## src/rtl/sha256_pkg.sv

```systemverilog
// Shared definitions for the SHA-256 accelerator front end: block geometry,
// padding constants, padder state encoding and the per-byte pipeline slot.
package sha256_pkg;

  localparam int MAX_MESSAGE_LENGTH = 55;
  localparam int SYMBOL_WIDTH       = 8;
  localparam int WORDS_PER_BLOCK    = 16;

  // Length port carries 0..MAX (and beyond, saturated); the address covers 0..MAX-1.
  localparam int LEN_W  = $clog2(MAX_MESSAGE_LENGTH) + 1;
  localparam int ADDR_W = $clog2(MAX_MESSAGE_LENGTH);

  localparam logic [7:0] PAD_MARKER = 8'h80;

  // Byte positions of the two non-zero bytes of the 64-bit length field.
  localparam logic [5:0] LEN_HI_POS = 6'd62;
  localparam logic [5:0] LEN_LO_POS = 6'd63;

  typedef enum logic [1:0] {
    ST_IDLE,
    ST_READ,
    ST_EMIT,
    ST_DONE
  } padder_state_t;

  // One byte in flight: either a memory byte (value arrives from memory)
  // or a pad/length byte whose value is already known.
  typedef struct packed {
    logic       valid;
    logic       is_mem;
    logic [7:0] value;
  } byte_slot_t;

endpackage

```

## src/rtl/sha256_msg_padder.sv

```systemverilog
// SHA-256 message padder: fetches up to 55 message bytes, appends the 0x80
// marker, zero fill and the big-endian bit length, and streams the single
// 512-bit block as sixteen big-endian 32-bit words.
module sha256_msg_padder
  import sha256_pkg::*;
(
  input  logic                    clk,
  input  logic                    reset,
  input  logic                    xxx__dut__go,
  input  logic [LEN_W-1:0]        xxx__dut__msg_length,
  output logic [ADDR_W-1:0]       dut__msg__address,
  output logic                    dut__msg__enable,
  output logic                    dut__msg__write,
  input  logic [SYMBOL_WIDTH-1:0] msg__dut__data,
  output logic                    w_valid,
  input  logic                    w_ready,
  output logic [31:0]             w_data,
  output logic [3:0]              w_index,
  output logic                    busy,
  output logic                    done
);

  padder_state_t state, state_next;

  logic [LEN_W-1:0] msg_len;   // saturated length L
  logic [2:0]       rd_cnt;    // byte requests issued for the current word (0..4)
  logic [1:0]       cap_cnt;   // bytes already shifted into w_data
  byte_slot_t       slot_req;  // request issued, memory is sampling this cycle
  byte_slot_t       slot_cap;  // byte whose memory data is on the bus this cycle
  byte_slot_t       req;
  logic [5:0]       cur_byte;

  // Classifies byte b of the padded block for a message of len bytes.
  function automatic byte_slot_t select_byte(input logic [5:0] b, input logic [LEN_W-1:0] len);
    logic [15:0] bit_len;
    byte_slot_t  slot;
    bit_len     = {6'd0, len, 3'd0};
    slot.valid  = 1'b1;
    slot.is_mem = 1'b0;
    slot.value  = 8'h00;
    if ({1'b0, b} < len) begin
      slot.is_mem = 1'b1;
    end else if ({1'b0, b} == len) begin
      slot.value = PAD_MARKER;
    end else if (b == LEN_HI_POS) begin
      slot.value = bit_len[15:8];
    end else if (b == LEN_LO_POS) begin
      slot.value = bit_len[7:0];
    end
    return slot;
  endfunction

  assign cur_byte = {w_index, rd_cnt[1:0]};
  assign req      = select_byte(cur_byte, msg_len);

  // Status outputs are straight decodes of the state register.
  assign w_valid         = (state == ST_EMIT);
  assign busy            = (state == ST_READ) || (state == ST_EMIT);
  assign done            = (state == ST_DONE);
  assign dut__msg__write = 1'b0;

  // State register.
  // NOTE: sequential state uses non-blocking assignments so every flop samples
  // pre-edge values regardless of process ordering.
  always_ff @(posedge clk or negedge reset) begin
    if (!reset) state <= ST_IDLE;
    else        state <= state_next;
  end

  // Next-state logic.
  // NOTE: the default assignment first keeps every path assigned, so no latch.
  always_comb begin
    state_next = state;
    case (state)
      ST_IDLE: if (xxx__dut__go) state_next = ST_READ;
      ST_READ: if (slot_cap.valid && cap_cnt == 2'd3) state_next = ST_EMIT;
      ST_EMIT: if (w_ready) begin
        state_next = (w_index == 4'(WORDS_PER_BLOCK - 1)) ? ST_DONE : ST_READ;
      end
      ST_DONE: state_next = ST_IDLE;
      default: state_next = ST_IDLE;
    endcase
  end

  // Datapath: byte requests, two-stage tracking matching the memory latency,
  // byte capture into w_data, and word sequencing.
  // NOTE: every datapath register is reset so an abort leaves no stale word
  // or pending read behind.
  always_ff @(posedge clk or negedge reset) begin
    if (!reset) begin
      msg_len           <= '0;
      rd_cnt            <= '0;
      cap_cnt           <= '0;
      slot_req          <= '0;
      slot_cap          <= '0;
      w_data            <= '0;
      w_index           <= '0;
      dut__msg__address <= '0;
      dut__msg__enable  <= 1'b0;
    end else begin
      case (state)
        ST_IDLE: begin
          dut__msg__enable <= 1'b0;
          if (xxx__dut__go) begin
            msg_len  <= (xxx__dut__msg_length > LEN_W'(MAX_MESSAGE_LENGTH))
                        ? LEN_W'(MAX_MESSAGE_LENGTH) : xxx__dut__msg_length;
            rd_cnt   <= '0;
            cap_cnt  <= '0;
            w_index  <= '0;
            slot_req <= '0;
            slot_cap <= '0;
          end
        end
        ST_READ: begin
          if (rd_cnt < 3'd4) begin
            dut__msg__enable <= req.is_mem;
            if (req.is_mem) dut__msg__address <= ADDR_W'(cur_byte);
            slot_req <= req;
            rd_cnt   <= rd_cnt + 3'd1;
          end else begin
            dut__msg__enable <= 1'b0;
            slot_req         <= '0;
          end
          slot_cap <= slot_req;
          if (slot_cap.valid) begin
            w_data  <= {w_data[23:0], slot_cap.is_mem ? msg__dut__data : slot_cap.value};
            cap_cnt <= cap_cnt + 2'd1;
          end
        end
        ST_EMIT: begin
          dut__msg__enable <= 1'b0;
          if (w_ready) begin
            rd_cnt  <= '0;
            cap_cnt <= '0;
            if (w_index != 4'(WORDS_PER_BLOCK - 1)) w_index <= w_index + 4'd1;
          end
        end
        default: dut__msg__enable <= 1'b0;
      endcase
    end
  end

endmodule

```

## config.mk

```make
export PLATFORM = sky130hd
export DESIGN_NAME = sha256_msg_padder
export DESIGN_NICKNAME = d
export VERILOG_FILES = /design/src/rtl/sha256_pkg.sv /design/src/rtl/sha256_msg_padder.sv
export SDC_FILE = /design/constraint.sdc
export NUM_CORES = 1
export LEC_CHECK = 0
export BUFFER_PORTS_ARGS = -buffer_cell sky130_fd_sc_hd__buf_2
export CAP_MARGIN = 20
export CORE_MARGIN = 4
export CORE_UTILIZATION = 44
export DETAILED_ROUTE_END_ITERATION = 16
export GPL_ROUTABILITY_DRIVEN = 1
export PLACE_DENSITY = 0.66
export SYNTH_ARGS = -nofsm -noshare
export SYNTH_HDL_FRONTEND = slang
export SYNTH_SLANG_ARGS = --single-unit
```

## constraint.sdc

```tcl
create_clock -name clk -period 5.5 [get_ports clk]
set_input_delay 1.1 -clock clk [delete_from_list [all_inputs] [get_ports clk]]
set_output_delay 1.1 -clock clk [all_outputs]
set_load 0.02 [all_outputs]
```

==> impl_metrics.ini <==
[critical_path]
cp_max_fo = 7
critPathArrivalTime_ps = 1380
endpoint_kind = primary output
r2r_cells = 5
cpMaxStageDelayCell = dfrtp_1
start_kind = flip-flop
worstPathRequired_ps = 4400
crit_type = reg2out
slowest_delay_ps = 430
path_cells = inv_1, ha_1, buf_2

[drt]
drtIter0Drc = 79
ant_nets = 0
viasPerCell = 5.027
drt_pass1_iterations = 3
wl_per_cell_um = 14.10
via_count = 2217
drcViolationCount = 0
wl_mm = 6.216

[finish]
final_area_sq_mm = 0.003897
seq_area_sq_mm = 0.001877
fin_cells = 441
fin_nets = 370
multiInputGateArea_sq_mm = 0.001336
diodes = 0
nFillCells = 689
finalCoreUtilization = 0.5345
area_growth_syn_to_layout_pct = 17.33
drive_gt1_frac = 0.3626

[floorplanning]
die_w_um = 94.89
start_util = 0.4556
dieArea_sq_mm = 0.009004
coreArea_sq_mm = 0.007292
num_rows = 31
ioPinCount = 66
die_y_um = 94.89

[logic_synthesis]
syn_area_sq_mm = 0.003322
ys.flop_type = dfrtp_1
synth_warnings = 0
netlist_instances = 272
async_flop_share = 1.000
syn_nets = 305
synth_edf_count = 0
yosys.cell_types.count = 45
seq_area_frac_synth = 0.5650
ys_ff_latch = 75
postSynthAreaPerCell_sq_um = 12.21

[timing]
fin_tns_setup_ps = 0
maxSlewViolCount = 0
worstMarginPinSlew_ps = 927.1
finalCritPeriodShare = 0.4511
hold_violations = 0
layout_min_cycle_time_ps = 2481
report.final.setup_viol = 0
rsz0062_at_grt = false
relSlewSlack = 0.3819
timing.hold.ws_ps = 482.2
clock_skew_ps = 12.48
clock.fmax_mhz = 403.1

[place]
place.port_buffers = 64
hpwl_mm = 4.304
place_inst = 425
place_area_sq_mm = 0.003716
gp_congestion = 0.7610

[power_and_ir_drop]
total_leakage_power_nw = 1.950
power_per_cell_area_mw_per_mm2 = 546.2
ir_drop_mv = 0.3063

[cts]
cts_buffer_depth = 2
cts_resized = 0
clk-insertion-delay-late_ps = 350
cts-hold-fix-buffers = 0
cts_tree = built
numCtsBuffers = 9
clock_sinks = 75
ctsHtreeMaxLevel = 3
path_clk_slew_ps = 80
post_cts_buffers = 0
cts-root-buf = clkbuf_8

[global_route]
track_usage = 0.1514
first_global_vias = 2203
grt_pass1_wl_mm = 10.54
grt_max_degree = 76
antenna_found_initial = 0
overflow = 0

[run]
maxCapViolations = 0

[worst_hold_path]
min_path_type = reg2reg
holdPathStages = 1

[status]
outcome = complete, no violations
## final cells by class
class	count	area share
Clock buffer	9	0.03178
Clock inverter	7	0.01477
Inverter	13	0.01252
Multi-Input combinational cell	173	0.3429
Sequential cell	75	0.4815
Tap cell	99	0.03178
Timing Repair Buffer	65	0.08475
## per-stage QoR
step | power, W | setup slack (ps)
floorplan | 0.001508 | 3520
global placement | 0.001734 | 3241
detailed placement | 0.001765 | 3226
CTS | 0.002164 | 3003
global route | 0.002299 | 2912
finish | 0.002129 | 3019
## per-layer routing
layer	vias up	track usage	wire length [um]	part of all wire
li1	1096	-	-	-
met1	1052	0.1982	2935	0.47
met2	60	0.2378	2851	0.46
met3	9	0.04622	357	0.057
met4	0	0.05409	72	0.012
met5	-	0	0	0
## Yosys cell counts, types with 2 or more instances
master,n,area share
nand3_1,2,0.0030
a211oi_1,2,0.0045
mux2i_1,7,0.021
inv_1,13,0.015
mux2_2,31,0.11
nor3_1,2,0.0030
nor2_1,10,0.011
buf_4,2,0.0045
a22o_1,9,0.024
nand2_1,26,0.029
or3_1,3,0.0057
a22o_2,3,0.0090
and2_1,4,0.0075
buf_2,3,0.0045
ha_1,14,0.053
nand4_1,2,0.0038
dfrtp_1,75,0.56
o21ai_0,21,0.032
and3_1,2,0.0038
clkbuf_1,5,0.0057
nand2b_1,4,0.0075
a21oi_1,9,0.014
## sequential cells by signal (all words and copies together), names as in the netlist
signal / cells
msg_len: 7
rd_cnt: 3
state: 2
slot_cap: 9
w_data: 32
cap_cnt: 2
w_index: 4
slot_req: 9
dut__msg__enable: 1
dut__msg__address: 6
## report_power, final
group	internal, W	switching [W]	leakage [nW]	total [W]
registers	0.000730	0.000136	0.981	0.000867
clock network	0.000170	0.000221	0.0833	0.000390
logic	0.000350	0.000521	0.885	0.000872
total	0.00125	0.000879	1.95	0.00213
## path summary, 6_finish.rpt
| kind | start | endpoint | slack [ps] |
|---|---|---|---|
| worst max-delay path | state[0]$_DFFE_PN0P_ | w_valid | 3020 |
| worst min-delay path | slot_req[9]$_DFFE_PN0P_ | slot_req[9]$_DFFE_PN0P_ | 480 |
| worst max register to register | state[1]$_DFFE_PN0P_ | dut__msg__address[4]$_DFFE_PN0P_ | 3370 |
| worst min register to register | slot_req[9]$_DFFE_PN0P_ | slot_req[9]$_DFFE_PN0P_ | 480 |
| max in group asynchronous | reset | state[0]$_DFFE_PN0P_ | 4010 |
| min in group asynchronous | reset | w_data[28]$_DFFE_PN0P_ | 880 |
## cell families after synthesis
| kind of cell | synth area share |
|---|---|
| flip-flops | 0.5650 |
| AND/OR/NAND/NOR | 0.1062 |
| AO/OA/AOI/OAI | 0.1160 |
| multiplexers | 0.1262 |
| buffers and inverters | 0.03277 |
| adder cells (fa/ha/maj) | 0.05273 |
| other | 0.001129 |
## layout by cell type (no fill, tap or decap), drive strengths merged, types with 2 or more instances in the layout
cell,synthesis,layout
ha,14,14
mux2,31,31
mux2i,7,7
clkinvlp,0,3
nor2,10,10
nor2b,2,2
or3,3,3
buf,6,65
and3,2,2
o31ai,2,2
nand3,2,2
nor3,4,4
a22o,12,12
nand4,2,2
a21oi,10,10
clkbuf,5,9
and2,4,4
nand2,26,26
dfrtp,75,75
a211oi,2,2
inv,13,17
o21ai,22,22
nand2b,4,4
## worst max-delay path, delay by kind of cell, from the launching register on
| kind | cells | cell delay (ps) |
|---|---|---|
| buf+inv | 2 | 320 |
| flops | 1 | 430 |
| fa+ha+maj | 1 | 290 |
Note: power is estimated with default switching activity, not from simulation.
